==> src/rtl/instr_loader.sv <==
// Copies a block of source words into the OS or PROC instruction bank, one word per READ/WAIT/WRITE pass.
// Optional: define INSTR_LOADER_CHECKSUM_EN to add an XOR checksum of every written word.
module instr_loader #(
    parameter int DATA_WIDTH = 32,
    parameter int PAGE_WIDTH = 10
) (
    input  logic                  clk,
    input  logic                  reset,
    input  logic                  start,
    input  logic                  abort,
    input  logic                  dest_os,
    input  logic [DATA_WIDTH-1:0] src_base,
    input  logic [DATA_WIDTH-1:0] dst_base,
    input  logic [PAGE_WIDTH:0]   length,
    output logic                  src_rd,
    output logic [DATA_WIDTH-1:0] src_addr,
    input  logic [DATA_WIDTH-1:0] src_data,
    input  logic                  src_valid,
    output logic                  write_flag,
    output logic                  write_os,
    output logic [DATA_WIDTH-1:0] read_address,
    output logic [DATA_WIDTH-1:0] input_instr,
    output logic                  busy,
    output logic                  done,
    output logic                  error
`ifdef INSTR_LOADER_CHECKSUM_EN
    ,
    output logic [DATA_WIDTH-1:0] checksum
`endif
);

    typedef enum logic [2:0] {
        S_IDLE, S_READ, S_WAIT, S_WRITE, S_DONE, S_ERR
    } state_t;

    localparam logic [DATA_WIDTH:0] BANK_WORDS = {{DATA_WIDTH{1'b0}}, 1'b1} << PAGE_WIDTH;
    localparam logic [PAGE_WIDTH:0] CNT_ONE    = {{PAGE_WIDTH{1'b0}}, 1'b1};

    state_t                state_q, state_d;
    logic [PAGE_WIDTH:0]   count_q, count_d;
    logic [PAGE_WIDTH:0]   length_q, length_d;
    logic                  dest_os_q, dest_os_d;
    logic [DATA_WIDTH-1:0] src_base_q, src_base_d;
    logic [DATA_WIDTH-1:0] dst_base_q, dst_base_d;
    logic [DATA_WIDTH-1:0] data_q, data_d;
    logic                  wos_q, wos_d;
    logic [DATA_WIDTH-1:0] waddr_q, waddr_d;

    logic [DATA_WIDTH:0]   end_sum;
    logic [DATA_WIDTH-1:0] cnt_ext;

    // One extra bit so a dst_base near the top of the address space cannot wrap into range.
    assign end_sum = {1'b0, dst_base} + {{(DATA_WIDTH-PAGE_WIDTH){1'b0}}, length};
    assign cnt_ext = {{(DATA_WIDTH-PAGE_WIDTH-1){1'b0}}, count_q};

    always_ff @(posedge clk) begin
        if (reset) begin
            state_q    <= S_IDLE;
            count_q    <= '0;
            length_q   <= '0;
            dest_os_q  <= 1'b0;
            src_base_q <= '0;
            dst_base_q <= '0;
            data_q     <= '0;
            wos_q      <= 1'b0;
            waddr_q    <= '0;
        end else begin
            state_q    <= state_d;
            count_q    <= count_d;
            length_q   <= length_d;
            dest_os_q  <= dest_os_d;
            src_base_q <= src_base_d;
            dst_base_q <= dst_base_d;
            data_q     <= data_d;
            wos_q      <= wos_d;
            waddr_q    <= waddr_d;
        end
    end

    always_comb begin
        state_d    = state_q;
        count_d    = count_q;
        length_d   = length_q;
        dest_os_d  = dest_os_q;
        src_base_d = src_base_q;
        dst_base_d = dst_base_q;
        data_d     = data_q;
        wos_d      = wos_q;
        waddr_d    = waddr_q;
        case (state_q)
            S_IDLE: begin
                if (start) begin
                    dest_os_d  = dest_os;
                    src_base_d = src_base;
                    dst_base_d = dst_base;
                    length_d   = length;
                    count_d    = '0;
                    if (length == '0)             state_d = S_DONE;
                    else if (end_sum > BANK_WORDS) state_d = S_ERR;
                    else                           state_d = S_READ;
                end
            end
            S_READ:  state_d = abort ? S_IDLE : S_WAIT;
            S_WAIT: begin
                if (abort) begin
                    state_d = S_IDLE;
                end else if (src_valid) begin
                    // Write-port registers are loaded here so WRITE drives them straight from flops.
                    data_d  = src_data;
                    wos_d   = dest_os_q;
                    waddr_d = dst_base_q + cnt_ext;
                    state_d = S_WRITE;
                end
            end
            S_WRITE: begin
                count_d = count_q + CNT_ONE;
                if (abort)                            state_d = S_IDLE;
                else if (count_q + CNT_ONE == length_q) state_d = S_DONE;
                else                                  state_d = S_READ;
            end
            S_DONE:  state_d = S_IDLE;
            S_ERR:   state_d = S_IDLE;
            default: state_d = S_IDLE;
        endcase
    end

    assign src_rd       = (state_q == S_READ);
    assign src_addr     = src_rd ? (src_base_q + cnt_ext) : '0;
    assign write_flag   = (state_q == S_WRITE);
    assign write_os     = wos_q;
    assign read_address = waddr_q;
    assign input_instr  = data_q;
    assign busy         = (state_q != S_IDLE);
    assign done         = (state_q == S_DONE);
    assign error        = (state_q == S_ERR);

`ifdef INSTR_LOADER_CHECKSUM_EN
    logic [DATA_WIDTH-1:0] checksum_q, checksum_d;

    always_comb begin
        checksum_d = checksum_q;
        if (state_q == S_IDLE && start) checksum_d = '0;
        else if (state_q == S_WRITE)    checksum_d = checksum_q ^ data_q;
    end

    always_ff @(posedge clk) begin
        if (reset) checksum_q <= '0;
        else       checksum_q <= checksum_d;
    end

    assign checksum = checksum_q;
`else
    // Checksum port and register are not built.
`endif

endmodule

==> config.mk <==
export PLATFORM = sky130hd
export DESIGN_NAME = instr_loader
export DESIGN_NICKNAME = d
export VERILOG_FILES = /design/src/rtl/instr_loader.sv
export SDC_FILE = /design/constraint.sdc
export NUM_CORES = 1
export LEC_CHECK = 0
export ABC_AREA = 1
export ABC_CLOCK_PERIOD_IN_PS = 3400
export BUFFER_PORTS_ARGS = -buffer_cell sky130_fd_sc_hd__buf_2
export CAP_MARGIN = 10
export CORE_MARGIN = 2
export CORE_UTILIZATION = 43
export DETAILED_ROUTE_END_ITERATION = 12
export HOLD_SLACK_MARGIN = 0.03
export PLACE_DENSITY_LB_ADDON = 0.12
export SYNTH_ARGS = -nofsm -noshare
export SYNTH_HDL_FRONTEND = slang
export SYNTH_SLANG_ARGS = --single-unit
==> constraint.sdc <==
create_clock -name clk -period 3.4 [get_ports clk]
set_input_delay 0.34 -clock clk [delete_from_list [all_inputs] [get_ports clk]]
set_output_delay 0.34 -clock clk [all_outputs]
set_load 0.01 [all_outputs]
Yosys cells after proc, flatten, opt, wreduce, memory -nomap -nowiden
Index checks and enable logic that the tools add are counted.
{ "op_classes": {"n_eq_ne": 8, "n_bitwise": 1, "order_cmp": 1, "reduce_logical": 8, "add_sub_neg": 4, "n_mux": 12} }
{ "op_table": {"columns": ["operator", "n"], "rows": [
  ["32-bit by 11-bit adder with 32-bit output", 2],
  ["32-bit by 11-bit adder with 33-bit output", 1],
  ["33-bit by 11-bit greater-than comparator with 1-bit output, second input constant", 1],
  ["32-bit 2-to-1 mux", 1],
  ["11-bit one-hot mux with 2 select lines", 1],
  ["3-bit 2-to-1 mux", 7],
  ["3-bit one-hot mux with 4 select lines", 1],
  ["11-bit by 1-bit adder with 11-bit output, second input constant", 1],
  ["11-bit == test", 1],
  ["11-bit logical NOT", 1],
  ["11-bit 2-to-1 mux", 1],
  ["3-bit by 2-bit == test with 1-bit output, second input constant", 2],
  ["3-bit == test, second input constant", 2],
  ["2-bit AND reduction", 3],
  ["3-bit by 1-bit == test with 1-bit output, second input constant", 1],
  ["3-bit logical NOT", 1],
  ["3-bit != test, second input constant", 1],
  ["3-bit AND reduction", 1],
  ["3-bit nonzero test", 1],
  ["2-bit 2-to-1 mux", 1],
  ["2-bit != test, second input constant", 1],
  ["2-bit nonzero test", 1],
  ["1-bit NOT", 1]
]} }
{ "word_totals": {"word_cells": 43, "output_inout_bits": 102, "reg_bits": 155, "in_bits": 113} }

Logic depth before layout (Yosys ltp)
Gate-level depths: netlist of the first run.
{ "depth": {"word_depth": 6, "ltp_mapped": 20, "mapped_depth_nobuf": 20} }

Worst setup path before layout of the first run
Ideal clock, no wire load.
{ "synth_timing": {"kind": "flip-flop to output port", "start": "reg count_q[0]", "end": "out src_addr[28]", "arrival_ps": 2157, "setup_slack_ps": 903, "required_time_ps": 3060, "stages_incl_launch_ff": 16, "path_cell_list": "dfxtp_1 ha_1 fa_1 nand2_1 inv_1 nand2_1 nand2_1 nand2_1 nand2_1 a21oi_2 o21ai_1 a21boi_1 o21ai_1 nand2_1 xor2_1 nor2_1"} }
{ "synth_via": {"elab_chain_len": 2} }
{ "synth_rtl": {"columns": ["element", "line_no", "rtl"], "rows": [
  ["start, declared", "40", "logic [PAGE_WIDTH:0] count_q, count_d;"],
  ["start signal, assigned", "69", "count_q <= count_d;"],
  ["32-bit by 11-bit adder with 32-bit output", "128", "assign src_addr = src_rd ? (src_base_q + cnt_ext) : '0;"],
  ["32-bit 2-to-1 mux", "128", null],
  ["end, declared", "16", "output logic [DATA_WIDTH-1:0] src_addr,"]
]} }
Every way passes these cells.

Worst setup path after layout of the first run
Ends and elaborated chain as after synthesis.

==> results by stage, run 1 <==
Synth:
- The register area share after synthesis is 32.9%.
- The cell count after synthesis is 1,447.
- During synthesis, Yosys emitted a total of 0 warnings.
- The mapped netlist covers about 9400 µm².
- In this run, synthesis produced a sequential element count of between 150 and 200.
- Yosys mapped the design onto between 40 and 50 distinct sky130hd cell types.
- Dividing the synthesized area by the synthesized cell count gives 6.52 µm².
- The total nets after synthesis is 1,597.

Die:
- The die footprint is 23,100 µm².
- The floorplan has 54 rows.
- The initial core utilization is between 40% and 50%.
- After floorplanning, the core was sized to cover 21,700 µm².
- In this run the count of I/O pins placed on the die edge is 215.
- The floorplan die height is roughly 150 µm.
- The chip width is 152 µm.

Timing:
- The share of the clock period used by the worst path after layout is 95.3%.
- The time the final worst path needs with I/O delays and setup is 3240 ps.
- The setup violation total in the final timing report is 0.
- The number of max-slew violations in the final report is 0.
- Measured against its own limit, the worst slew margin works out to 52.5%.
- For the pin with the worst max-slew slack, the measured transition is 712 ps.
- The peak clock frequency supported by timing is 0.308 GHz.
- The worst-case clock skew is 11.9 ps.
- Setup repair after global routing left no endpoint under its margin.
- The final worst hold slack is 123 ps.
- Summed over all failing endpoints, the final setup total negative slack is 0 ps.
- The final count of hold timing violations is 0.

Pwr:
- Power spread over the standard cell area amounts to 451 nW/µm².
- The leakage dissipation is between 5 and 6 nW.
- Overall power consumption after layout is estimated at 5.14 mW.
- The worst IR drop on VDD is 0.305 mV.

Worst setup path:
- STA puts the critical path data arrival time at 2900 ps.
- Among all stages on the critical path, the largest delay is contributed by sky130_fd_sc_hd__dfxtp_4.
- The biggest cell delay along the critical path is 380 ps.
- In this run the worst path has a maximum fanout of 9.
- The cell that appears most often on the critical path is sky130_fd_sc_hd__nand2_1.
- On the critical path the largest part of the delay comes from compound AO/OA/AOI/OAI gates.
- The worst setup path is of the flip-flop to output pin kind.
- For the worst setup path, the data required time is 3060 ps.
- STA classifies the critical path endpoint as an output pin.
- The number of buffers and inverters on the critical path is 2.
- The element type at the critical path start is a flip-flop.
- Traced cell by cell, the critical path runs through ha_1 > fa_1 > nand2_1 > inv_1 > nand2_1 > nand2_1 > nand2_1 > nand2_1 > a21oi_4 > o21ai_1 > a21boi_2 > o21ai_2 > nand2_1 > xor2_1 > nor2_1 > buf_2.

Global routing:
- The number of antenna violations at the first check in global routing was 0.
- The first-pass GRT wire length is 46,400 µm.
- The total routing resource utilization after global routing is 24.3%.
- For this run the aggregate overflow at the end of global routing stands at 0.
- Entering global routing, the biggest net connects 64 pins.
- The number of global-route vias before repair is 9,172.

Layout:
- The final antenna diode count is 0.
- Once layout is done, the placed cells without fillers occupy 11,400 µm².
- Leaving out fill and tap cells, the most frequent cells in the layout are sky130_fd_sc_hd__nand2_1 (309), sky130_fd_sc_hd__buf_2 (214), sky130_fd_sc_hd__nor2_1 (172), sky130_fd_sc_hd__inv_1 (168), sky130_fd_sc_hd__dfxtp_1 (153).
- The post-route netlist has 18.5% of its cells at a drive strength greater than 1.
- The number of nets in the finished design is about 1,800.
- The area growth from synthesis to final layout is 20.8%.
- The commonest non-fill, non-tap cell in the layout is sky130_fd_sc_hd__nand2_1.

Route:
- The first routing iteration left 739 violations.
- The remaining design rule violation count is 0.
- The number of search-and-repair iterations in the first detailed-routing pass is 5.
- The routed wire length is 28,500 µm.
- The total via count after detailed routing is 9,971.
- The average via count per standard cell is 5.15.
- The count of nets left with antenna violations once routing finished came out at 0.
- The post-detailed-route wirelength per cell is between 10 and 15 µm.

Outcome:
- The flow ran to the end, and the final reports show no timing, DRC or antenna violations.

Clock tree:
- TritonCTS built the clock tree.
- At the later pin of the worst-skew pair, clock insertion delay measures 430 ps.
- After clock tree synthesis, the clock-pin slew on the worst setup and hold paths is 70 ps.
- Clock tree synthesis found a total of roughly 160 sinks.
- The cell chosen for the clock root is sky130_fd_sc_hd__clkbuf_16.
- The number of buffers created by CTS is 17.
- The maximum number of buffers from clock root to sink is 2.
- In this run the number of H-tree levels came out at 4.

Placed design:
- The congestion estimate from routability-driven global placement came to 0.903.
- Buffers placed on the I/O ports in this run total ~210.
- The detailed placer's ending HPWL is between 20,000 and 25,000 µm.
- In this run the cell area measured after placement is 10,700 µm².

Run:
- The tool flagged a number of max-cap violations equal to 0.

Min path:
- The path class of the tightest hold or removal check is input pin to flip-flop.
## cells by family after synthesis
kind of cell / count (synthesis) / synth area share [%]
buffers and inverters: 228 / 9.28
flip-flops: 155 / 32.9
XOR/XNOR: 37 / 3.58
AND/OR/NAND/NOR: 684 / 31.7
adder cells (fa/ha/maj): 37 / 5.15
AO/OA/AOI/OAI: 306 / 17.4
## layer usage
metal / wire [µm] / share of wire, % / GRT usage [%] / vias to the layer above
met4: 330 / 1.2 / 5.61 / 0
met1: 14100 / 49 / 34.6 / 4491
met3: 1670 / 5.8 / 4.99 / 30
met2: 12400 / 44 / 37.9 / 296
met5: 0 / 0 / 0 / -
li1: - / - / - / 5154
## what timing repair did
item,4_1_cts,5_1_grt
endpoints found under the hold margin,0,0
buffers inserted,0,3
hold buffers,0,0
setup endpoints to repair,1,11
gates resized for setup,1,6
pin swaps,0,2
## synthesized netlist by cell type (all sizes together)
cell type / n / area, µm²
o21ai: 134 / 686
a21oi: 141 / 721
xnor2: 6 / 52.6
o221ai: 5 / 43.8
xor2: 30 / 263
o32ai: 1 / 8.76
nor3: 31 / 160
nor4: 11 / 83.8
inv: 172 / 646
o211ai: 6 / 45.0
nand3b: 8 / 60.1
a211oi: 2 / 15.0
nor3b: 1 / 7.51
a31oi: 7 / 43.8
and2: 2 / 12.5
nand3: 103 / 536
fa: 3 / 60.1
dfxtp: 155 / 3100
and3: 1 / 6.26
a21o: 2 / 15.0
o21bai: 1 / 7.51
nand4: 25 / 163
buf: 16 / 78.8
nand2: 314 / 1190
clkbuf: 38 / 143
a21boi: 4 / 33.8
o21a: 3 / 22.5
or2: 5 / 33.8
nor2: 183 / 729
xnor3: 1 / 22.5
clkinv: 2 / 7.51
ha: 34 / 425
## power by group
group          internal [mW]  leakage [nW]  total (mW)  switching [mW]
clock network           1.10         0.280        1.90           0.794
logic                  0.376          3.87        1.13           0.751
registers               1.98          1.26        2.11           0.133
total                   3.46          5.42        5.14            1.68
## state kept, by name, indices dropped and copies added, names as in the netlist
signal and flops:
dst_base_q 32, input_instr 32, read_address 32, src_base_q 32, count_q 11, length_q 11
state_q 3, dest_os_q 1, write_os 1
## layout make-up
| type | instances | area (µm²) |
|---|---|---|
| tap | 280 | 350 |
| timing repair buffer | 231 | 1200 |
| fill | 2258 | 10300 |
| multi-input combinational | 1064 | 5490 |
| sequential | 155 | 3110 |
| inverter | 174 | 653 |
| clock inverter | 13 | 141 |
| clock buffer | 19 | 443 |
## final timing paths
check                                           startpoint                            end  slack (ps)  depth (start not counted)
worst max-delay path               count_q[0]$_SDFFE_PP0P_                   src_addr[28]         160                         16
worst max register to register     count_q[1]$_SDFFE_PP0P_  read_address[30]$_SDFFE_PP0P_         710                         15
worst min register to register  dst_base_q[7]$_SDFFE_PP0P_     dst_base_q[7]$_SDFFE_PP0P_         470                          2
worst min-delay path                                 abort        state_q[1]$_SDFFE_PP0P_         120                          2
## through the flow
step | utilization [%] | cells | worst slack, ps
finish | 52.5 | 1936 | 158
floorplan | - | 1447 | 903
global placement | 49.5 | 1901 | 553
CTS | 52.3 | 1933 | 25.5
detailed placement | 49.5 | 1901 | 457
global route | 52.5 | 1936 | 4.01
## worst reg2reg max path, cell delays in order (launching register included)
cell and delay (ps):
sky130_fd_sc_hd__dfxtp_1 490, sky130_fd_sc_hd__inv_1 140, sky130_fd_sc_hd__fa_1 460, sky130_fd_sc_hd__nand3b_1 170
sky130_fd_sc_hd__nand2_1 130, sky130_fd_sc_hd__nand2_1 70, sky130_fd_sc_hd__nand2_1 90, sky130_fd_sc_hd__nand2_1 60
sky130_fd_sc_hd__nand2_1 120, sky130_fd_sc_hd__nand3_2 140, sky130_fd_sc_hd__a21oi_4 220, sky130_fd_sc_hd__inv_2 80
sky130_fd_sc_hd__nor3_1 120, sky130_fd_sc_hd__o21ai_0 90, sky130_fd_sc_hd__o21ai_0 150, sky130_fd_sc_hd__inv_1 50
(Power assumes the default switching activity.)
==> run 2: changes to the inputs <==
--- a/config.mk
+++ b/config.mk
@@ -6,10 +6,10 @@
 export NUM_CORES = 1
 export LEC_CHECK = 0
 export ABC_AREA = 1
-export ABC_CLOCK_PERIOD_IN_PS = 3400
+export ABC_CLOCK_PERIOD_IN_PS = 3000
 export BUFFER_PORTS_ARGS = -buffer_cell sky130_fd_sc_hd__buf_2
 export CAP_MARGIN = 10
-export CORE_MARGIN = 2
+export CORE_MARGIN = 4
 export CORE_UTILIZATION = 43
 export DETAILED_ROUTE_END_ITERATION = 12
 export HOLD_SLACK_MARGIN = 0.03
==> constraint.sdc (replaced) <==
create_clock -name clk -period 3 [get_ports clk]
set_input_delay 0.3 -clock clk [delete_from_list [all_inputs] [get_ports clk]]
set_output_delay 0.3 -clock clk [all_outputs]
set_load 0.01 [all_outputs]
==> run 2 against run 1 <==
Compared with the run above:
- clock skew is 0.62 ps higher
- sequential power is 14% higher
- non-clock buffer count is 13 higher
- first-iteration DRC count is 1.9% lower
- clock-buffer cell count is 1 higher
- critical path depth is 3 lower
- register-to-register slack worse by 400 ps
- wire length hardly changed
- combinational power is 14% higher
- die area is 5.3% higher
- global-route usage is 1.6 points lower
==> results by stage, run 2 (synthesized netlist as in run 1, its figures left out) <==
Outcome:
- The flow ran to the end, and the final reports show no timing, DRC or antenna violations.

Worst setup path:
- The worst reg2reg path startpoint is count_q[0]$_SDFFE_PP0P_.
- The destination of the worst register-to-register timing path is read_address[30]$_SDFFE_PP0P_.
- The biggest cell delay along the critical path is 390 ps.
- The worst setup path is launched from a flip-flop.
- The most numerous cell type found on the critical path is sky130_fd_sc_hd__nor2_4.
- The critical path arrival is between 2000 and 3000 ps.
- The signal on the critical path passes through ha_4 > nand2_1 > nor2_1 > nand4_1 > o21ai_2 > inv_2 > nor2_4 > nand2_4 > nor2_4 > nand3_2 > a21oi_2 > o21a_1 > buf_2.
- The setup check on the worst reg-to-reg path leaves a slack of 310 ps.
- Of all nets on the critical path, the largest fanout is 5.
- The critical path required time is 2700 ps.
- The worst setup path is captured at an output pin.
- The number of cells on the worst reg-to-reg path is 17.
- By startpoint and endpoint, the worst setup path is classified as flip-flop to output pin.
- The slowest stage of the critical path is the sky130_fd_sc_hd__dfxtp_4 cell.

Clock tree:
- TritonCTS created 17 clock buffers.
- The maximum number of buffers from clock root to sink is 2.
- TritonCTS built the clock tree.
- The cell chosen for the clock root is sky130_fd_sc_hd__clkbuf_16.
- The H-tree was split into 4 levels.
- The clock reaches the later pin of the worst-skew pair after 420 ps.
- Counting every sink on the clock net gives 155.
- The clock-pin slew reported for the worst setup and hold paths after clock tree synthesis is 60 ps.

Route:
- Dividing the detail-routed wire length by the instance count gives 14.7 µm.
- The total via count after detailed routing is 9,919.
- The detail route stage leaves a number of antenna-violating nets equal to 0.
- In the routed layout, each cell is associated on average with a via count of 5.10.
- The detailed router's first-iteration violation count is 725.
- For this block, the routed nets add up to 28,500 µm of wire.
- The number of search-and-repair iterations in the first detailed-routing pass is 5.
- After detailed routing, the number of remaining DRC violations is 0.

Timing:
- Of the available clock period, the critical path in the final layout requires 96.8%.
- The final count of hold timing violations is 0.
- Setup repair after global routing could not meet its margin everywhere.
- The peak clock frequency supported by timing is between 0.3 and 0.4 GHz.
- The accumulated negative setup slack is 0 ps.
- The number of max-slew violations in the final report is 0.
- Hold is met by 103 ps.
- The slew at the pin closest to its max-slew limit is about 740 ps.
- The setup violation total in the final timing report is 0.
- The time the final worst path needs with I/O delays and setup is 2900 ps.
- The relative max-transition margin is 50.7%.
- The clock arrives with 12.5 ps of skew.

Die:
- The floorplan die height is roughly 160 µm.
- In this run the standard cell core region covers approximately 21,000 µm².
- Once the floorplan was initialized, standard cells occupied between 40% and 50% of the core.
- The floorplan step defined a die boundary enclosing 24,400 µm².
- The chip width is 156 µm.
- For this design the top-level I/O count stands at 215.
- The placement row count is 53.

Layout:
- The area growth from synthesis to final layout is 23.3%.
- The number of nets in the finished design is ~1,800.
- In the final layout, the share of cells above drive strength 1 is between 20% and 30%.
- The final antenna diode count is 0.
- The number of filler cells placed in the layout is between 2,000 and 2,500.
- The commonest non-fill, non-tap cell in the layout is sky130_fd_sc_hd__nand2_1.
- Once layout is done, the placed cells without fillers occupy between 10,000 and 15,000 µm².
- In the layout the commonest cells are sky130_fd_sc_hd__nand2_1 (303), sky130_fd_sc_hd__buf_2 (214), sky130_fd_sc_hd__nor2_1 (172), sky130_fd_sc_hd__inv_1 (166), sky130_fd_sc_hd__dfxtp_1 (146).

Global routing:
- The pin count of the biggest net entering global routing is 64.
- The first-pass GRT wire length is around 45,000 µm.
- The number of global-route vias before repair came to 9,129.
- The total overflow left after global routing is 0.
- In the global route stage, overall resource usage came out at a little under a quarter.
- The number of antenna violations at the first check in global routing was 0.

Min path:
- The number of cells on the worst hold path is 2.
- The path class of the tightest hold or removal check is input pin to flip-flop.
- The capture endpoint of the worst hold path is state_q[1]$_SDFFE_PP0P_.
- The worst min-delay path startpoint is abort.

Pwr:
- VDD sags by at most 0.387 mV.
- Dividing total power by cell area gives a power density of 496 nW/µm².
- The design draws 5.76 mW.
- The leakage dissipation is ~5.5 nW.

Placed design:
- Once placement finished, the instance area stood at 10,800 µm².
- The routability-driven placement congestion ratio is between 0.9 and 1.
- Buffers placed on the I/O ports in this run total 214.
- Detailed placement ended at an HPWL of 21,600 µm.

Run:
- The tool flagged a number of max-cap violations equal to 0.
==> run 2: cell types whose count changed in the layout (fill, tap and decap cells not counted), sizes merged <==
cell / before / now
buf: 231 / 244
bufinv: 2 / 0
clkbuf: 19 / 20
clkinv: 7 / 5
clkinvlp: 3 / 2
inv: 175 / 179
==> run 2: area by class of cell <==
type / instances / area (µm²) / area share, %
repair buffers: 244 / 1310 / 11.3
multi-input cells: 1064 / 5620 / 48.4
clock inverters: 12 / 103 / 0.883
clock buffers: 20 / 467 / 4.02
flip-flops and latches: 155 / 3120 / 26.9
well taps: 275 / 344 / 2.96
inverters: 174 / 653 / 5.62
==> run 2: worst max-delay path by stage <==
stage / start / to / cells after the start
5_1_grt: src_base_q[0]$_SDFFE_PP0P_ / src_addr[30] / 17
3_3_place_gp: count_q[0]$_SDFFE_PP0P_ / src_addr[28] / 16
2_1_floorplan: count_q[0]$_SDFFE_PP0P_ / src_addr[28] / 15
4_1_cts: count_q[7]$_SDFFE_PP0P_ / src_addr[29] / 13
3_5_place_dp: count_q[0]$_SDFFE_PP0P_ / src_addr[28] / 16
6_report: count_q[10]$_SDFFE_PP0P_ / src_addr[29] / 13
==> run 2: report_power, final <==
part           switching [mW]  internal [mW]  total, mW
Sequential              0.156           2.24       2.40
Clock                   0.927           1.15       2.08
Combinational           0.850          0.438       1.29
Total                    1.93           3.83       5.76
==> run 2: metal layers <==
| layer | global-route usage (%) | vias up | share of wire (%) |
|---|---|---|---|
| li1 | - | 5174 | - |
| met2 | 35.6 | 298 | 43 |
| met1 | 32.5 | 4418 | 49 |
| met5 | 0 | - | 0 |
| met3 | 4.27 | 29 | 6.5 |
| met4 | 4.67 | 0 | 1.2 |
==> run 2: per-stage QoR <==
step / util (%) / instances / setup slack (ps)
5_1_grt: 54.6 / 1944 / -112
4_1_cts: 53.6 / 1933 / 8.20
3_5_place_dp: 50.5 / 1897 / 258
2_1_floorplan: - / 1447 / 543
3_3_place_gp: 50.5 / 1897 / 329
6_report: 54.6 / 1944 / 96.6
==> run 2: what timing repair did <==
item | CTS | global route
hold buffers | 0 | 0
cloned | 0 | 0
gates resized for setup | 15 | 29
endpoints found under the setup margin | 11 | 20
setup buffers | 4 | 11
pin swaps | 5 | 12
==> run 2: worst max-delay path: cells and delay by family (launching register included) <==
family,cells,cell delay [ps]
adder cells (fa/ha/maj),1,290
AO/OA/AOI/OAI,3,470
flip-flops,1,390
buffers and inverters,2,190
AND/OR/NAND/NOR,7,830
